`src/rtl/mips_pkg.sv`:
```
// Shared encodings for the MIPS pipeline: opcodes, ALU operation codes,
// control-bundle bit positions and the canonical nop word.
package mips_pkg;

  localparam logic [5:0] OP_RTYPE = 6'b000000;
  localparam logic [5:0] OP_ADDI  = 6'b001000;
  localparam logic [5:0] OP_ANDI  = 6'b001100;
  localparam logic [5:0] OP_ORI   = 6'b001101;
  localparam logic [5:0] OP_LUI   = 6'b001111;
  localparam logic [5:0] OP_LW    = 6'b100011;
  localparam logic [5:0] OP_SW    = 6'b101011;
  localparam logic [5:0] OP_BEQ   = 6'b000100;
  localparam logic [5:0] OP_BNE   = 6'b000101;
  localparam logic [5:0] OP_J     = 6'b000010;

  localparam logic [5:0] FUNCT_ADD = 6'h20;
  localparam logic [5:0] FUNCT_SUB = 6'h22;
  localparam logic [5:0] FUNCT_AND = 6'h24;
  localparam logic [5:0] FUNCT_OR  = 6'h25;
  localparam logic [5:0] FUNCT_SLT = 6'h2A;

  // ALU_RTYPE tells EX to decode the funct field itself
  typedef enum logic [3:0] {
    ALU_ADD   = 4'd0,
    ALU_SUB   = 4'd1,
    ALU_RTYPE = 4'd2,
    ALU_AND   = 4'd3,
    ALU_OR    = 4'd4,
    ALU_LUI   = 4'd5
  } alu_op_t;

  // Bit positions inside the 10-bit ID/EX control bundle
  localparam int CTRL_REG_WRITE  = 9;
  localparam int CTRL_MEM_TO_REG = 8;
  localparam int CTRL_MEM_READ   = 7;
  localparam int CTRL_MEM_WRITE  = 6;
  localparam int CTRL_ALU_SRC    = 5;
  localparam int CTRL_REG_DST    = 4;

  localparam logic [31:0] NOP_WORD = 32'h0000_0000;

endpackage

```
`src/rtl/id_stage_register_file.sv`:
```
// 32x32 register file: two combinational read ports with write-through
// bypass from the single write port; $0 is hard-wired to zero.
module register_file
  import mips_pkg::*;
#(
  parameter logic [31:0] SP_INIT = 32'h1001_03FC
) (
  input  logic        clk,
  input  logic        reset,
  input  logic        write_en,
  input  logic [4:0]  write_reg,
  input  logic [31:0] write_data,
  input  logic [4:0]  read_reg1,
  input  logic [4:0]  read_reg2,
  output logic [31:0] read_data1,
  output logic [31:0] read_data2
);

  logic [31:0] regs [32];

  // Storage: reset clears everything except the stack pointer, writes to $0 are dropped
  always_ff @(posedge clk) begin
    if (!reset) begin
      for (int i = 0; i < 32; i++) begin
        regs[i] <= (i == 29) ? SP_INIT : 32'h0;
      end
    end else if (write_en && write_reg != 5'd0) begin
      regs[write_reg] <= write_data;
    end
  end

  // Read ports: $0 forced to zero, same-cycle write data bypassed to the reader
  always_comb begin
    read_data1 = regs[read_reg1];
    read_data2 = regs[read_reg2];
    if (write_en && write_reg != 5'd0 && write_reg == read_reg1) read_data1 = write_data;
    if (write_en && write_reg != 5'd0 && write_reg == read_reg2) read_data2 = write_data;
    if (read_reg1 == 5'd0) read_data1 = 32'h0;
    if (read_reg2 == 5'd0) read_data2 = 32'h0;
  end

endmodule

```
`src/rtl/id_stage.sv`:
```
// Instruction Decode stage: IF/ID register, register file, main decoder,
// hazard detection, branch/jump resolution and the registered ID/EX bundle.
module id_stage
  import mips_pkg::*;
#(
  parameter logic [31:0] SP_INIT = 32'h1001_03FC
) (
  input  logic        clk,
  input  logic        reset,
  input  logic [31:0] instruction_in,
  input  logic [31:0] pc_plus_4_in,
  input  logic        wb_reg_write_in,
  input  logic [4:0]  wb_write_reg_in,
  input  logic [31:0] wb_write_data_in,
  input  logic        ex_mem_read_in,
  input  logic        ex_reg_write_in,
  input  logic [4:0]  ex_write_reg_in,
  input  logic        mem_mem_read_in,
  input  logic [4:0]  mem_write_reg_in,
  output logic        stall_out,
  output logic        pc_src_out,
  output logic [31:0] pc_branch_out,
  output logic [9:0]  id_ex_ctrl_out,
  output logic [31:0] id_ex_rd1_out,
  output logic [31:0] id_ex_rd2_out,
  output logic [31:0] id_ex_imm_out,
  output logic [4:0]  id_ex_rs_out,
  output logic [4:0]  id_ex_rt_out,
  output logic [4:0]  id_ex_rd_out,
  output logic [31:0] id_ex_pc_plus_4_out
);

  logic [31:0] if_id_instr;
  logic [31:0] if_id_pc;
  logic [5:0]  opcode;
  logic [4:0]  rs;
  logic [4:0]  rt;
  logic [4:0]  rd;
  logic [15:0] imm16;
  logic [31:0] rd1;
  logic [31:0] rd2;
  logic [9:0]  ctrl;
  logic [31:0] imm_ext;
  logic        uses_rs;
  logic        uses_rt;
  logic        is_beq;
  logic        is_bne;
  logic        is_j;
  logic        ex_hit;
  logic        mem_hit;
  logic        take;
  logic [31:0] branch_offset;

  assign opcode = if_id_instr[31:26];
  assign rs     = if_id_instr[25:21];
  assign rt     = if_id_instr[20:16];
  assign rd     = if_id_instr[15:11];
  assign imm16  = if_id_instr[15:0];

  register_file #(.SP_INIT(SP_INIT)) u_register_file (
    .clk        (clk),
    .reset      (reset),
    .write_en   (wb_reg_write_in),
    .write_reg  (wb_write_reg_in),
    .write_data (wb_write_data_in),
    .read_reg1  (rs),
    .read_reg2  (rt),
    .read_data1 (rd1),
    .read_data2 (rd2)
  );

  // Main decoder: control bundle, immediate form and which source registers are really read
  always_comb begin
    ctrl    = '0;
    imm_ext = {{16{imm16[15]}}, imm16};
    uses_rs = 1'b0;
    uses_rt = 1'b0;
    is_beq  = 1'b0;
    is_bne  = 1'b0;
    is_j    = 1'b0;
    case (opcode)
      OP_RTYPE: begin
        if (if_id_instr != NOP_WORD) begin
          ctrl[CTRL_REG_WRITE] = 1'b1;
          ctrl[CTRL_REG_DST]   = 1'b1;
          ctrl[3:0]            = ALU_RTYPE;
          uses_rs              = 1'b1;
          uses_rt              = 1'b1;
        end
      end
      OP_ADDI: begin
        ctrl[CTRL_REG_WRITE] = 1'b1;
        ctrl[CTRL_ALU_SRC]   = 1'b1;
        ctrl[3:0]            = ALU_ADD;
        uses_rs              = 1'b1;
      end
      OP_ANDI, OP_ORI: begin
        ctrl[CTRL_REG_WRITE] = 1'b1;
        ctrl[CTRL_ALU_SRC]   = 1'b1;
        ctrl[3:0]            = (opcode == OP_ANDI) ? ALU_AND : ALU_OR;
        imm_ext              = {16'h0, imm16};
        uses_rs              = 1'b1;
      end
      OP_LUI: begin
        ctrl[CTRL_REG_WRITE] = 1'b1;
        ctrl[CTRL_ALU_SRC]   = 1'b1;
        ctrl[3:0]            = ALU_LUI;
        imm_ext              = {imm16, 16'h0};
      end
      OP_LW: begin
        ctrl[CTRL_REG_WRITE]  = 1'b1;
        ctrl[CTRL_MEM_TO_REG] = 1'b1;
        ctrl[CTRL_MEM_READ]   = 1'b1;
        ctrl[CTRL_ALU_SRC]    = 1'b1;
        ctrl[3:0]             = ALU_ADD;
        uses_rs               = 1'b1;
      end
      OP_SW: begin
        ctrl[CTRL_MEM_WRITE] = 1'b1;
        ctrl[CTRL_ALU_SRC]   = 1'b1;
        ctrl[3:0]            = ALU_ADD;
        uses_rs              = 1'b1;
        uses_rt              = 1'b1;
      end
      OP_BEQ: begin
        is_beq  = 1'b1;
        uses_rs = 1'b1;
        uses_rt = 1'b1;
      end
      OP_BNE: begin
        is_bne  = 1'b1;
        uses_rs = 1'b1;
        uses_rt = 1'b1;
      end
      OP_J: begin
        is_j = 1'b1;
      end
      default: begin
        ctrl = '0;
      end
    endcase
  end

  assign ex_hit  = (ex_write_reg_in != 5'd0) &&
                   ((uses_rs && ex_write_reg_in == rs) || (uses_rt && ex_write_reg_in == rt));
  assign mem_hit = (mem_write_reg_in != 5'd0) &&
                   ((uses_rs && mem_write_reg_in == rs) || (uses_rt && mem_write_reg_in == rt));

  // Branches compare in ID, so they must also wait for ALU results and loads still in flight
  assign stall_out = (ex_mem_read_in && ex_hit) ||
                     ((is_beq || is_bne) && ex_reg_write_in && ex_hit) ||
                     ((is_beq || is_bne) && mem_mem_read_in && mem_hit);

  assign take = !stall_out &&
                ((is_beq && rd1 == rd2) || (is_bne && rd1 != rd2) || is_j);

  assign branch_offset = {{14{imm16[15]}}, imm16, 2'b00};
  assign pc_src_out    = take;
  assign pc_branch_out = is_j ? {if_id_pc[31:28], if_id_instr[25:0], 2'b00}
                              : if_id_pc + branch_offset;

  // IF/ID register: hold on stall, squash the wrong-path slot after a taken branch/jump
  always_ff @(posedge clk) begin
    if (!reset) begin
      if_id_instr <= NOP_WORD;
      if_id_pc    <= 32'h0;
    end else if (stall_out) begin
      if_id_instr <= if_id_instr;
      if_id_pc    <= if_id_pc;
    end else if (take) begin
      if_id_instr <= NOP_WORD;
      if_id_pc    <= 32'h0;
    end else begin
      if_id_instr <= instruction_in;
      if_id_pc    <= pc_plus_4_in;
    end
  end

  // ID/EX register: a stall injects an all-zero bubble, otherwise the decoded bundle moves on
  always_ff @(posedge clk) begin
    if (!reset || stall_out) begin
      id_ex_ctrl_out      <= '0;
      id_ex_rd1_out       <= '0;
      id_ex_rd2_out       <= '0;
      id_ex_imm_out       <= '0;
      id_ex_rs_out        <= '0;
      id_ex_rt_out        <= '0;
      id_ex_rd_out        <= '0;
      id_ex_pc_plus_4_out <= '0;
    end else begin
      id_ex_ctrl_out      <= ctrl;
      id_ex_rd1_out       <= rd1;
      id_ex_rd2_out       <= rd2;
      id_ex_imm_out       <= imm_ext;
      id_ex_rs_out        <= rs;
      id_ex_rt_out        <= rt;
      id_ex_rd_out        <= rd;
      id_ex_pc_plus_4_out <= if_id_pc;
    end
  end

endmodule

```
`config.mk`:
```
export PLATFORM = sky130hd
export DESIGN_NAME = id_stage
export DESIGN_NICKNAME = d
export VERILOG_FILES = /design/src/rtl/mips_pkg.sv /design/src/rtl/id_stage_register_file.sv /design/src/rtl/id_stage.sv
export SDC_FILE = /design/constraint.sdc
export NUM_CORES = 2
export LEC_CHECK = 0
export CORE_ASPECT_RATIO = 1.5
export CORE_UTILIZATION = 45
export DETAILED_ROUTE_END_ITERATION = 8
export GPL_TIMING_DRIVEN = 1
export SLEW_MARGIN = 20
export SYNTH_ARGS = -nofsm -noshare
export SYNTH_HDL_FRONTEND = slang
export SYNTH_HIERARCHICAL = 1
export SYNTH_SLANG_ARGS = --single-unit
```
`constraint.sdc`:
```
create_clock -name clk -period 6.7 [get_ports clk]
set_clock_uncertainty 0.1 [all_clocks]
set_input_delay 1.005 -clock clk [delete_from_list [all_inputs] [get_ports clk]]
set_output_delay 1.005 -clock clk [all_outputs]
set_load 0.02 [all_outputs]
```
==> summary.md <==
| Metric | Value |
|---|---|
| Status | `completed` |
| Largest net degree at the start of global routing | `74` |
| Comb pwr share | `0.181` |
| Worst path slowest cell | `or3b_2` |
| Die height | `466.5 um` |
| Cell accounting for the most synthesized area | `edfxtp_1` |
| Sw frac | `0.2823` |
| Crit path kind | `reg2out` |
| Fin cells | `7228` |
| CORE AREA | `142900 um2` |
| Cell variety after synth | `91` |
| Seq/Total Area, Yosys | `0.5415` |
| Sum Neg Setup Slack | `0 ns` |
| Req. time, crit path | `5.59 ns` |
| DP HPWL | `176600 um` |
| Crit Reg-Reg Startpoint | `if_id_instr[24]$_SDFFE_PN0N_` |
| Sw Pwr | `5.662 mW` |
| Hold Path Class | `reg2reg` |
| First-pass GRT wire length | `360700 um` |
| DR WL met3 | `27900 um` |
| Clk_lat worst skew | `0.81 ns` |
| Crit-path cells | `or3b_2, o22ai_1, a211oi_1, nand2_1, a32o_1, xor2_1, nor4_1, nand4_1, nor2_4, buf_4, xnor2_1, o21a_1, nor2_1, dlymetal6s2s_1` |
| Async set or reset register ratio after synthesis | `0` |
| Gr usage total | `0.3588` |
| Worst-path maximum fanout | `16` |
| Detail-routed via count per cell | `6.492` |
| Total power draw | `20.06 mW` |
| Clock slew at reported path FFs | `0.07 ns` |
| Row Count | `170` |
| Seq cells post-synth | `1239` |
| DRC | `0` |
| Main synth FF type | `edfxtp_1` |
| Final nets | `5366` |
| RSZ-0062 raised after global routing | `false` |
| Layout cells sized above 1 | `0.2009` |
| Total CTS buffers | `130` |
| Mapped Area | `64740 um2` |
| Port-buffer cells | `302` |
| Average cell area after synthesis | `13.26 um2` |
| Setup violations, final | `0` |
| Leak Pwr | `26.70 nW` |
| Worst Path Arrival | `5.29 ns` |
| Clock Path Buffers | `3` |
| Nature of the critical path endpoint | `output port` |
| Yosys warning count | `6` |
| WL final | `265200 um` |
| Area growth syn-to-layout | `18.15%` |
| Peak Freq | `156.3 MHz` |
| Post-CTS Hold Buffers | `0` |
| Vias in the first global route | `45.93k` |
| Post-Place Cells | `6952` |
| Root Buffer | `clkbuf_16` |
| Slew HR | `0.1548` |
| Max_cap viols | `0` |
| Routed len/inst | `36.69 um` |
| Die width | `311.7 um` |
| Count of final hold-check violations | `0` |
| Final GP Congestion | `0.9897` |
| Worst path bufs/invs | `2` |
| Metal2 WL | `124500 um` |
| GR Overflow Total | `0` |
| Initial core utilization | `0.4529` |
| TritonCTS clock tree | `yes` |
| Initial antenna violation count | `37` |
| Ports | `304` |
| Max Slew Vio Count | `0` |
| CP max stage delay | `0.73 ns` |
| Wl on met1 | `90590 um` |
| Internal power | `14.40 mW` |
| Top cells by area, synth | `edfxtp_1 47%, mux4_2 12%, and2_1 10%` |
| Worst Tran Pin Value | `1.266 ns` |
| CP top delay family | `simple AND/OR/NAND/NOR gates` |
| Crit start category | `flip-flop` |
| Initial DRC count | `6475` |
| Vias | `46.92k` |
| DRT Pass-1 Iters | `7` |
| Fin crit share | `0.9548` |
| Top layer in use | `met5` |
| Seq pwr share | `0.452` |
| H-tree depth | `4` |
| Post-DRT Antenna Nets | `0` |
| Pwr Density | `262.2 nW/um2` |
| Number of synthesized flops with an enable pin | `1024` |
| Clk sinks | `1239` |
| Final Critical Period | `6.397 ns` |
| Gate Count Post-Synth | `4881` |
| Full die area | `145400 um2` |
| Synth top area share | `0.4750` |
| Clock power share | `0.367` |
| Hold path startpoint | `if_id_pc[9]$_SDFFE_PN0N_` |
| Crit path from | `if_id_instr[24]$_SDFFE_PN0N_` |
| Max VDD drop | `0.2248 mV` |
## power by group through the flow
stage                     sequential (mW)  combinational [mW]  clock, mW
final                                9.06                3.63       7.36
after global routing                 9.10                3.70       7.71
after CTS                            9.05                3.53       7.43
after detailed placement             9.22                3.46          0
after global placement               9.20                3.46          0
after floorplan                      9.21                1.79          0
## routing by layer
metal / track usage / vias to the layer above
met5: 0 / -
met4: 0.2500 / 20
met3: 0.08270 / 1003
met2: 0.5845 / 3349
met1: 0.4206 / 23590
li1: - / 18960
## what timing repair did
action,in CTS,in global routing
cloned,3,1
endpoints found under the setup margin,1,1
buffers inserted,16,7
resized for setup,17,20
pin swaps,3,2
## cell families after synthesis
logic type	after synthesis	share of synthesized area
buffers and inverters	499	0.03595
adders and majority gates	30	0.005914
AOI/OAI and AO/OA	601	0.06589
other	2	0.0001160
xor gates and xnor gates	84	0.01136
and+or+nand+nor	1626	0.1434
muxes	800	0.1959
DFF	1239	0.5415
## layout make-up
class                           count  area, um2
Inverter                           19      71.32
Antenna cell                       11      27.53
Clock buffer                      180       3769
Timing Repair Buffer              653       6429
Multi-Input combinational cell   3176      28230
Sequential cell                  1239      35090
Clock inverter                     58      508.0
Tap cell                         1892       2367
Fill cell                       11910      66450
## worst paths after layout
kind	end	cells after the start	slack (ns)
worst max-delay path	pc_src_out	14	0.30
worst min register to register	id_ex_pc_plus_4_out[9]$_SDFF_PP0_	1	0.39
worst min-delay path	id_ex_pc_plus_4_out[9]$_SDFF_PP0_	1	0.39
worst max register to register	if_id_instr[16]$_SDFFE_PN0N_	15	1.76
## stage by stage
stage,utilization,area (um2),setup WS (ns),hold WS (ns)
5_1_grt,0.5350,76470,0.2620,0.4026
3_5_place_dp,0.5017,71710,-0.2224,0.3787
6_report,0.5351,76490,0.3030,0.3896
3_3_place_gp,0.5009,71600,-0.1893,0.3705
4_1_cts,0.5339,76310,0.001946,0.3938
2_1_floorplan,-,64850,1.734,0.3438
## cells in the mapped netlist (20+ instances only)
master / count
ha_1: 29
o22ai_1: 38
a22oi_1: 66
a21oi_1: 128
xnor2_1: 28
nand2_1: 180
a32o_1: 32
o21ai_0: 82
o221ai_1: 33
dfxtp_1: 215
mux4_2: 357
and2_1: 1078
xor2_1: 56
clkbuf_1: 333
nor2_1: 168
mux2_2: 35
a211oi_1: 51
nor3_1: 51
a221oi_1: 35
buf_6: 24
buf_2: 74
mux2i_1: 398
edfxtp_1: 1024
nand4_1: 20
## sequential cells by signal, indices dropped and copies added (netlist names)
name                  count
id_ex_ctrl_out            8
id_ex_imm_out            32
id_ex_pc_plus_4_out      32
id_ex_rd1_out            32
id_ex_rd2_out            32
id_ex_rd_out              5
id_ex_rs_out              5
id_ex_rt_out              5
if_id_instr              32
if_id_pc                 32
u_register_file/regs   1024
## placed cells by master, fill, tap and decap left out, types with 48 or more instances in the layout
cell                n
and2_1           1077
edfxtp_1         1024
mux2i_1           397
mux4_2            357
clkdlybuf4s50_1   299
buf_4             290
dfxtp_1           205
nand2_1           177
clkbuf_16         141
nor2_1            131
a21oi_1           128
a22oi_1            66
xor2_1             56
o21ai_0            51
nor3_1             50
a211oi_1           48
## worst reg2reg max path, cell delays in order, from the launching register on
cell      delay [ns]
dfxtp_4         0.68
or3b_2          0.76
o22ai_1         0.21
a211oi_1        0.62
nand2_1         0.14
a32o_1          0.33
xor2_1          0.20
nor4_1          0.28
nand4_1         0.19
nor2_4          0.25
buf_4           0.15
xnor2_1         0.05
o21a_1          0.23
o21ai_4         0.15
buf_12          0.31
nor2_1          0.15
Note: power is estimated with default switching activity, not from simulation.
